File: src/rtl/sprinkler_pkg.sv
// Shared types and defaults for the sprinkler zone sequencer.
// The HOLD state is only reachable when RAIN_SENSE_EN is defined.
package sprinkler_pkg;

  localparam int STATE_W            = 2;
  localparam int DEFAULT_DUR_W      = 8;
  localparam int DEFAULT_GAP_CYCLES = 2;

  typedef enum logic [STATE_W-1:0] {
    ST_IDLE = 2'd0,
    ST_RUN  = 2'd1,
    ST_GAP  = 2'd2,
    ST_HOLD = 2'd3
  } state_t;

endpackage

File: src/rtl/sprinkler_zone_sequencer_zone_decoder.sv
// Combinational zone index + enable to one-hot valve pattern.
// An index with no matching output (>= NUM_ZONES) decodes to all zeros.
module zone_decoder #(
  parameter int NUM_ZONES = 8
) (
  input  logic [$clog2(NUM_ZONES)-1:0] idx,
  input  logic                         en,
  output logic [NUM_ZONES-1:0]         onehot
);

  localparam int ZONE_W = $clog2(NUM_ZONES);

  // One comparator per output bit; at most one can match.
  for (genvar gi = 0; gi < NUM_ZONES; gi++) begin : g_bit
    assign onehot[gi] = en && (idx == ZONE_W'(gi));
  end

endmodule

File: src/rtl/sprinkler_zone_sequencer.sv
// Automatic sprinkler watering sequencer with break-before-make gaps and a
// manual single-zone mode. All outputs are registered.
// Optional feature macro: RAIN_SENSE_EN adds a 'rain' input and HOLD state.
module sprinkler_zone_sequencer
  import sprinkler_pkg::*;
#(
  parameter int NUM_ZONES  = 8,
  parameter int ZONE_W     = $clog2(NUM_ZONES),
  parameter int DUR_W      = DEFAULT_DUR_W,
  parameter int GAP_CYCLES = DEFAULT_GAP_CYCLES
) (
  input  logic                 clk,
  input  logic                 rst_n,
  input  logic                 en,
  input  logic                 start,
  input  logic                 stop,
  input  logic                 manual_mode,
  input  logic [ZONE_W-1:0]    manual_zone,
  input  logic                 cfg_we,
  input  logic [ZONE_W-1:0]    cfg_zone,
  input  logic [DUR_W-1:0]     cfg_dur,
  output logic [NUM_ZONES-1:0] valve,
  output logic [ZONE_W-1:0]    active_zone,
  output logic                 busy,
  output logic                 done
`ifdef RAIN_SENSE_EN
  ,
  input  logic                 rain
`endif
);

  localparam int                 GAP_W      = (GAP_CYCLES < 2) ? 1 : $clog2(GAP_CYCLES + 1);
  localparam logic [GAP_W-1:0]   GAP_INIT   = GAP_W'(GAP_CYCLES);
  localparam logic [ZONE_W:0]    ZONE_LIMIT = (ZONE_W + 1)'(NUM_ZONES);

  state_t                state_reg, state_next;
  logic [ZONE_W-1:0]     zone_reg, zone_next;
  logic [DUR_W-1:0]      timer_reg, timer_next;
  logic [GAP_W-1:0]      gap_reg, gap_next;
  logic                  done_next;
  logic [DUR_W-1:0]      dur_table_reg [NUM_ZONES];

  logic [ZONE_W:0]       search_from;
  logic                  found;
  logic [ZONE_W-1:0]     found_idx;
  logic [DUR_W-1:0]      found_dur;

  logic                  manual_hit;
  logic                  idle_blocked;
  logic                  dec_en;
  logic [ZONE_W-1:0]     dec_idx;
  logic [NUM_ZONES-1:0]  dec_onehot;

`ifdef RAIN_SENSE_EN
  state_t                held_reg, held_next;
  assign idle_blocked = rain;
`else
  assign idle_blocked = 1'b0;
`endif

  // Duration table: written from config port, out-of-range indices dropped.
  always_ff @(posedge clk) begin
    if (!rst_n) begin
      for (int i = 0; i < NUM_ZONES; i++) dur_table_reg[i] <= '0;
    end else if (cfg_we && ({1'b0, cfg_zone} < ZONE_LIMIT)) begin
      dur_table_reg[cfg_zone] <= cfg_dur;
    end
  end

  // A fresh cycle searches from zone 0; after a gap, from the zone after the current one.
  assign search_from = (state_reg == ST_IDLE) ? '0 : ({1'b0, zone_reg} + (ZONE_W + 1)'(1));

  // Lowest zone at or above search_from with a non-zero duration (zero zones are skipped).
  always_comb begin
    found     = 1'b0;
    found_idx = '0;
    for (int i = NUM_ZONES - 1; i >= 0; i--) begin
      if ((i >= int'(search_from)) && (dur_table_reg[i] != '0)) begin
        found     = 1'b1;
        found_idx = ZONE_W'(i);
      end
    end
    found_dur = dur_table_reg[found_idx];
  end

  // Next-state, counters and valve decode request.
  always_comb begin
    state_next = state_reg;
    zone_next  = zone_reg;
    timer_next = timer_reg;
    gap_next   = gap_reg;
    done_next  = 1'b0;
    manual_hit = 1'b0;
    dec_en     = 1'b0;
    dec_idx    = zone_reg;
`ifdef RAIN_SENSE_EN
    held_next  = held_reg;
`endif

    case (state_reg)
      ST_IDLE: begin
        if (en && !stop && !idle_blocked) begin
          if (manual_mode) begin
            manual_hit = 1'b1;
          end else if (start && found) begin
            // An all-zero table gives nothing to run, so start is a no-op.
            state_next = ST_RUN;
            zone_next  = found_idx;
            timer_next = found_dur;
          end
        end
      end

      ST_RUN: begin
        // timer counts valve-on cycles remaining including the current one.
        if (timer_reg <= DUR_W'(1)) begin
          state_next = ST_GAP;
          gap_next   = GAP_INIT;
        end else begin
          timer_next = timer_reg - DUR_W'(1);
        end
`ifdef RAIN_SENSE_EN
        // The on-cycle just finished still counts; the remainder resumes after HOLD.
        if (rain) begin
          held_next  = state_next;
          state_next = ST_HOLD;
        end
`endif
      end

      ST_GAP: begin
`ifdef RAIN_SENSE_EN
        if (rain) begin
          held_next  = ST_GAP;
          state_next = ST_HOLD;
        end else
`endif
        if (gap_reg <= GAP_W'(1)) begin
          if (found) begin
            state_next = ST_RUN;
            zone_next  = found_idx;
            timer_next = found_dur;
          end else begin
            state_next = ST_IDLE;
            done_next  = 1'b1;
          end
        end else begin
          gap_next = gap_reg - GAP_W'(1);
        end
      end

`ifdef RAIN_SENSE_EN
      ST_HOLD: begin
        if (!rain) state_next = held_reg;
      end
`endif

      default: state_next = ST_IDLE;
    endcase

    // Abort has priority over everything, including a natural finish.
    if (!en || stop) begin
      state_next = ST_IDLE;
      done_next  = 1'b0;
    end

    if (state_next == ST_RUN) begin
      dec_en  = 1'b1;
      dec_idx = zone_next;
    end else if (manual_hit) begin
      dec_en  = 1'b1;
      dec_idx = manual_zone;
    end
  end

  zone_decoder #(
    .NUM_ZONES(NUM_ZONES)
  ) u_zone_decoder (
    .idx   (dec_idx),
    .en    (dec_en),
    .onehot(dec_onehot)
  );

  // State, counters and registered outputs.
  always_ff @(posedge clk) begin
    if (!rst_n) begin
      state_reg   <= ST_IDLE;
      zone_reg    <= '0;
      timer_reg   <= '0;
      gap_reg     <= '0;
      valve       <= '0;
      active_zone <= '0;
      busy        <= 1'b0;
      done        <= 1'b0;
`ifdef RAIN_SENSE_EN
      held_reg    <= ST_IDLE;
`endif
    end else begin
      state_reg   <= state_next;
      zone_reg    <= zone_next;
      timer_reg   <= timer_next;
      gap_reg     <= gap_next;
      valve       <= dec_onehot;
      active_zone <= (state_next == ST_RUN) ? zone_next : '0;
      busy        <= (state_next != ST_IDLE);
      done        <= done_next;
`ifdef RAIN_SENSE_EN
      held_reg    <= held_next;
`endif
    end
  end

endmodule

File: config.mk
export PLATFORM = sky130hd
export DESIGN_NAME = sprinkler_zone_sequencer
export DESIGN_NICKNAME = d
export VERILOG_FILES = /design/src/rtl/sprinkler_pkg.sv /design/src/rtl/sprinkler_zone_sequencer_zone_decoder.sv /design/src/rtl/sprinkler_zone_sequencer.sv
export SDC_FILE = /design/constraint.sdc
export NUM_CORES = 1
export LEC_CHECK = 0
export ABC_AREA = 1
export CELL_PAD_IN_SITES_DETAIL_PLACEMENT = 1
export CELL_PAD_IN_SITES_GLOBAL_PLACEMENT = 1
export CORE_MARGIN = 5
export CORE_UTILIZATION = 35
export CTS_CLUSTER_DIAMETER = 60
export CTS_CLUSTER_SIZE = 28
export DETAILED_ROUTE_END_ITERATION = 16
export GPL_TIMING_DRIVEN = 0
export MAX_ROUTING_LAYER = met4
export PLACE_DENSITY = 0.66
export SLEW_MARGIN = 40
export SYNTH_ARGS = -nofsm -noshare
export SYNTH_HDL_FRONTEND = slang
export SYNTH_HIERARCHICAL = 1
export SYNTH_SLANG_ARGS = --single-unit
File: constraint.sdc
create_clock -name clk -period 2.2 [get_ports clk]
set_input_delay 0.33 -clock clk [delete_from_list [all_inputs] [get_ports clk]]
set_output_delay 0.33 -clock clk [all_outputs]
set_load 0.005 [all_outputs]
==> qor.csv, run 1 <==
metric;value;unit
asr flop ratio synth;0;%
HPWL after DPL;11300;um
most instantiated cells after synthesis;nor2_1, inv_1, nand2_1;
PwrDens;551;nW/um^2
Cell Rows;43;
maxcap violations;0;
Yosys top cell area share;38.3;%
EDFF count, synth;64;
Leak;3.03;nW
Core Util, Final;50.6;%
dominant cells by area after synthesis;edfxtp_1, dfxtp_1, nand3_1;
Max rail drop VDD;0.340;mV
DP Area;5610;um^2
Fmax achieved;397;MHz
post-synthesis adder-cell area fraction;0.999;%
initial antenna violation count;0;
Netlist cell types;36;
share of cells above drive strength 1;31.8;%
met1 usage;23.3;%
cell taking the most area after synthesis;edfxtp_1;
overall routed net length;16900;um
Placed Cells;852;
kind of end point of the critical path;flip-flop;
syn_nets;665;
WP buf/inv;3;
Synth Area in XOR/XNOR;0;%
largest net degree at the start of global routing;15;
root buffer cell;clkbuf_16;
total CTS buffers;9;
post-route design area;7080;um^2
wire per inst;18.7;um
hold buffer count at CTS;0;
Syn Inst Count;640;
HP Class;reg -> reg;
main combinational cell family by area after synthesis;simple AND/OR/NAND/NOR gates;
startpoint types;flip-flop;
crit-path leading delay family;simple AND/OR/NAND/NOR gates;
via count;4573;
final std cells w/o fill;901;
Final Hold Viols;0;
setup TNS;-4670;ps
Die Ht;130;um
Crit Path Category;reg -> reg;
GR peak layer;met2;
CP Max Fanout;7;
Synth Area in Simple Gates;33.0;%
syn avg cell area;7.83;um^2
clk_lat worst skew;350;ps
remaining global-route overflow;0;
worst slack, placed;-476;ps
post-synthesis mux area share;0;%
synthesis-to-layout area growth;41.2;%
most frequent cell after synthesis;nor2_1;
fin crit share;115;%
Starting Density;35.8;%
Final setup viols;23;
Ant. Diodes;0;
Final ANT Viol Nets;0;
I/O pin cnt;34;
RSZ-0062 raised after global routing;true;
Clock Sinks;92;
Setup WS post-layout;-320;ps
first-pass GRT wire length;24700;um
Total GRT Usage;19.8;%
Synth Warn #;6;
Worst Skew;8.44;ps
failing checks;negative setup slack;
Reg2Reg Setup Slack;-320;ps
CTS tree;yes;
Residual DRC;0;
layout filler cell count;1620;
GPL Wtd Cong;0.851;
die area;16800;um^2
required time of the critical path;2500;ps
Slowest-stage cell, CP;dfxtp_4;
die width;130;um
met3 Use GR;3.09;%
slowest stage delay, CP;360;ps
Synth Area in Compound Gates;5.79;%
CP arrival;2820;ps
synthesized area;5010;um^2
1st-iter DRT viols;149;
vias in the first global route;4739;
max-slew violation count;0;
first drt pass iteration count;4;
Worst-path clk slew;60;ps
vias per inst;5.08;
Most used DFF post-synth;edfxtp_1;
#FFs+latches synth;92;
core area;14000;um^2
port bufs;32;
max FFs per register;64;
Seq/Total Area, Yosys;49.5;%
Tmin final;2520;ps
# H-tree levels;3;
Slew HR;51.9;%
met2 usage;34.5;%
clock buffer depth;2;
CP Cell Sequence;ha_4 -> inv_6 -> a21oi_4 -> a21oi_2 -> o21ai_2 -> nand2_2 -> nor2_4 -> nand2_2 -> nand4_4 -> nand2_8 -> nor2_8 -> nor2_4 -> nand2_8 -> nand2_4 -> o21ai_4 -> inv_2 -> nand2_1 -> nor2_1 -> nand2_1 -> inv_1;
Worst Tran Pin Value;722;ps
outcome;finished, violations left;
Final nets;741;
-- routing by layer --
| metal | vias up | share of wire [%] |
|---|---|---|
| met4 | 0 | 2.5 |
| met3 | 40 | 3.0 |
| met2 | 78 | 53 |
| met1 | 2247 | 41 |
| met5 | - | 0 |
| li1 | 2208 | - |
-- report_power, final --
group          switching (mW)  internal [mW]
clock                   0.665          0.853
combinational           0.274          0.138
sequential             0.0396           1.93
-- cell usage in the layout, fill, tap and decap left out, types with 3 or more instances in the layout --
master             n
nor2_1           112
nand2_2           25
ha_1               3
o21ai_0            9
buf_12             3
nand3_4            8
inv_2             10
inv_1            105
nor2_2             7
buf_8              5
dfxtp_1           24
a21oi_1           12
nand4_1            7
nand2_1           67
nand2_4           19
clkbuf_1           7
clkdlybuf4s50_1   32
o31ai_1            4
o21ai_4            3
nor2_4             8
nand3_1           35
nand3_2           58
a21oi_2           10
buf_4             18
nand2_8            3
buf_6             12
a21oi_4            3
edfxtp_1          64
clkbuf_2           3
nor3_2             3
clkbuf_16         13
-- kinds of logic (layout without fill, tap and decap cells) --
| group | count (synthesis) | after routing |
|---|---|---|
| fa+ha+maj | 4 | 4 |
| compound gates | 48 | 48 |
| simple gates | 362 | 362 |
| flops | 92 | 92 |
| buf+inv | 134 | 215 |
-- area by class of cell --
cell class / count / area [um^2] / share of cell area [%]
inverters: 118 / 458 / 6.47
plain buffers: 14 / 124 / 1.75
flip-flops and latches: 92 / 2490 / 35.2
well taps: 180 / 225 / 3.18
clock buffers: 15 / 273 / 3.85
multi-input cells: 414 / 2760 / 39.0
clock inverters: 1 / 8.76 / 0.124
repair buffers: 67 / 734 / 10.4
-- repair_timing --
action	4_1_cts	5_1_grt
hold endpoints to repair	0	0
gates resized for setup	84	124
pin swaps	35	59
gates cloned	2	4
setup buffers	22	8
endpoints found under the setup margin	24	23
-- worst min-delay path: cells and delay by family, from the launching register on --
kind,cells,cell delay [ps]
flops,1,300
buf+inv,1,100
compound gates,1,90
-- path summary, 6_finish.rpt --
| path | startpoint | to | depth (start not counted) |
|---|---|---|---|
| max reg2reg | zone_reg[1] | valve[6] | 20 |
| max | zone_reg[1] | valve[6] | 20 |
| min | gap_reg[1] | gap_reg[1] | 2 |
| min reg2reg | gap_reg[1] | gap_reg[1] | 2 |
-- per-stage QoR --
stage / hold WS, ps / power [mW]
2_1_floorplan: 486 / 2.19
3_3_place_gp: 509 / 2.32
3_5_place_dp: 539 / 2.33
4_1_cts: 493 / 3.87
5_1_grt: 556 / 4.04
6_report: 540 / 3.90
No activity file was read; power rests on OpenSTA's default activity.
==> inputs of run 2 (changes only) <==
- CELL_PAD_IN_SITES_DETAIL_PLACEMENT: 1 -> 0
==> qor.csv, run 2 (synthesized netlist as in run 1, its figures left out) <==
metric;value;unit;change
outcome;finished, violations left;;unchanged
failing checks;negative setup slack;;unchanged
largest net degree at the start of global routing;15;;unchanged
Slew HR;56.0;%;was 51.9%
Final setup viols;16;;was 23
overall routed net length;13800;um;was 16900 um
Total GRT Usage;17.5;%;was 19.8%
die width;130;um;unchanged
remaining global-route overflow;0;;unchanged
RSZ-0062 raised after global routing;true;;unchanged
FF-to-FF path depth;20;;unchanged
Tmin final;2430;ps;was 2520 ps
max-slew violation count;0;;unchanged
Fmax achieved;411;MHz;was 397 MHz
total length of routed met3 wires;579;um;was 512 um
first drt pass iteration count;4;;unchanged
1st-iter DRT viols;201;;was 149
M1 WL;6170;um;was 6930 um
initial antenna violation count;0;;unchanged
hold depth;3;;was 2
Placed Cells;852;;unchanged
DR top layer;met4;;unchanged
HPWL after DPL;10100;um;was 11300 um
root buffer cell;clkbuf_16;;unchanged
Final ANT Viol Nets;0;;unchanged
CTS tree;yes;;unchanged
Starting Density;35.8;%;unchanged
hold buffer count at CTS;0;;unchanged
via count;4294;;was 4573
vias per inst;4.77;;was 5.08
Final Hold Viols;0;;unchanged
Reg2Reg Setup Slack;-230;ps;was -320 ps
CP Max Fanout;7;;unchanged
maxcap violations;0;;unchanged
core area;14000;um^2;unchanged
HP Class;in -> reg;;was reg -> reg
port bufs;32;;unchanged
most frequent cells in the layout;nor2_1, inv_1, nand2_1, edfxtp_1, nand3_1;;was nor2_1, inv_1, nand2_1, edfxtp_1, nand3_2
worst slack, placed;-468;ps;was -476 ps
Residual DRC;0;;unchanged
Clock Sinks;92;;unchanged
Ant. Diodes;0;;unchanged
CP arrival;2730;ps;was 2820 ps
total CTS buffers;9;;unchanged
synthesis-to-layout area growth;32.3;%;was 41.2%
GPL Wtd Cong;0.851;;unchanged
WL met2;6770;um;was 9000 um
clk_lat worst skew;350;ps;about the same
Final nets;741;;unchanged
die area;16800;um^2;unchanged
wire per inst;15.4;um;was 18.7 um
Worst Skew;8.15;ps;was 8.44 ps
I/O pin cnt;34;;unchanged
PwrDens;564;nW/um^2;was 551 nW/um^2
first-pass GRT wire length;21700;um;was 24700 um
Worst-path clk slew;60;ps;about the same
kind of end point of the critical path;flip-flop;;unchanged
Worst Tran Pin Value;659;ps;was 722 ps
startpoint types;flip-flop;;unchanged
clock buffer depth;2;;unchanged
required time of the critical path;2500;ps;about the same
vias in the first global route;4191;;was 4739
most common cell after layout, fill and taps aside;nor2_1;;unchanged
fin crit share;111;%;was 115%
Crit Path Category;reg -> reg;;unchanged
Setup WS post-layout;-235;ps;was -320 ps
Leak;2.90;nW;was 3.03 nW
share of cells above drive strength 1;25.0;%;was 31.8%
final std cells w/o fill;901;;unchanged
Max rail drop VDD;0.322;mV;was 0.340 mV
Cell Rows;43;;unchanged
max FFs per register;64;;unchanged
# H-tree levels;3;;unchanged
Die Ht;130;um;unchanged
run 2: changes by cell type in the layout (fill, tap and decap cells not counted), moves of 3 or more:
cell / delta
a21oi_1: +3
nand2_4: -13
nand3_4: -8
nand2_1: +15
nor3_1: +3
nand3_1: +21
nand3_2: -13
nor3_2: -3
buf_4: +7
run 2: final timing paths:
kind	from	endpoint
setup / recovery	zone_reg[0]	valve[0]
hold / removal	rst_n	timer_reg[0]
setup reg to reg	zone_reg[0]	valve[0]
hold reg to reg	gap_reg[0]	gap_reg[0]
run 2: per-stage QoR:
stage / hold slack [ps] / instance area [um^2] / utilization, % / setup TNS [ps] / total power, mW
2_1_floorplan: 486 / 5060 / - / -447 / 2.19
3_3_place_gp: 509 / 5610 / 40.1 / -4370 / 2.32
3_5_place_dp: 515 / 5610 / 40.1 / -5640 / 2.32
4_1_cts: 489 / 6130 / 43.8 / -1710 / 3.73
5_1_grt: 535 / 6630 / 47.4 / -5410 / 3.88
6_report: 499 / 6630 / 47.4 / -2970 / 3.74
run 2: report_power, final:
| part | leakage [nW] | switching [mW] | total, mW | internal (mW) |
|---|---|---|---|---|
| clock network | 0.125 | 0.658 | 1.42 | 0.759 |
| registers | 0.841 | 0.0337 | 1.97 | 1.93 |
| logic | 1.93 | 0.234 | 0.357 | 0.123 |
run 2: worst max-delay path, cell delays in order (launching register included):
cell and delay, ps:
dfxtp_4 360, ha_4 260, inv_6 80, a21oi_4 60, a21oi_2 170, o21ai_2 90, nand2_2 90, nor2_4 50
nand2_2 100, nand4_4 120, nand2_8 150, nor2_8 40, nor2_4 120, nand2_4 110, nand2_2 110, o21ai_4 70
inv_1 70, nand2_1 80, nor2_2 110, nand2_1 60, inv_1 70
run 2: layer usage:
metal / global-route usage (%) / vias to the layer above
li1: - / 2212
met1: 22.0 / 1985
met2: 28.5 / 74
met3: 3.01 / 23
met4: 6.42 / 0
met5: - / -
run 2: timing repair:
item,CTS,global route
cloned,0,4
buffers inserted,18,14
endpoints found under the hold margin,0,0
resized for setup,35,88
setup endpoints to repair,22,24
pin swaps,20,24
run 2: cell type report:
type,instances,area [um^2]
fillers,1404,7360
flip-flops and latches,92,2490
multi-input cells,414,2430
repair buffers,68,668
inverters,118,450
clock buffers,11,233
well taps,180,225
plain buffers,13,106
clock inverters,5,28.8
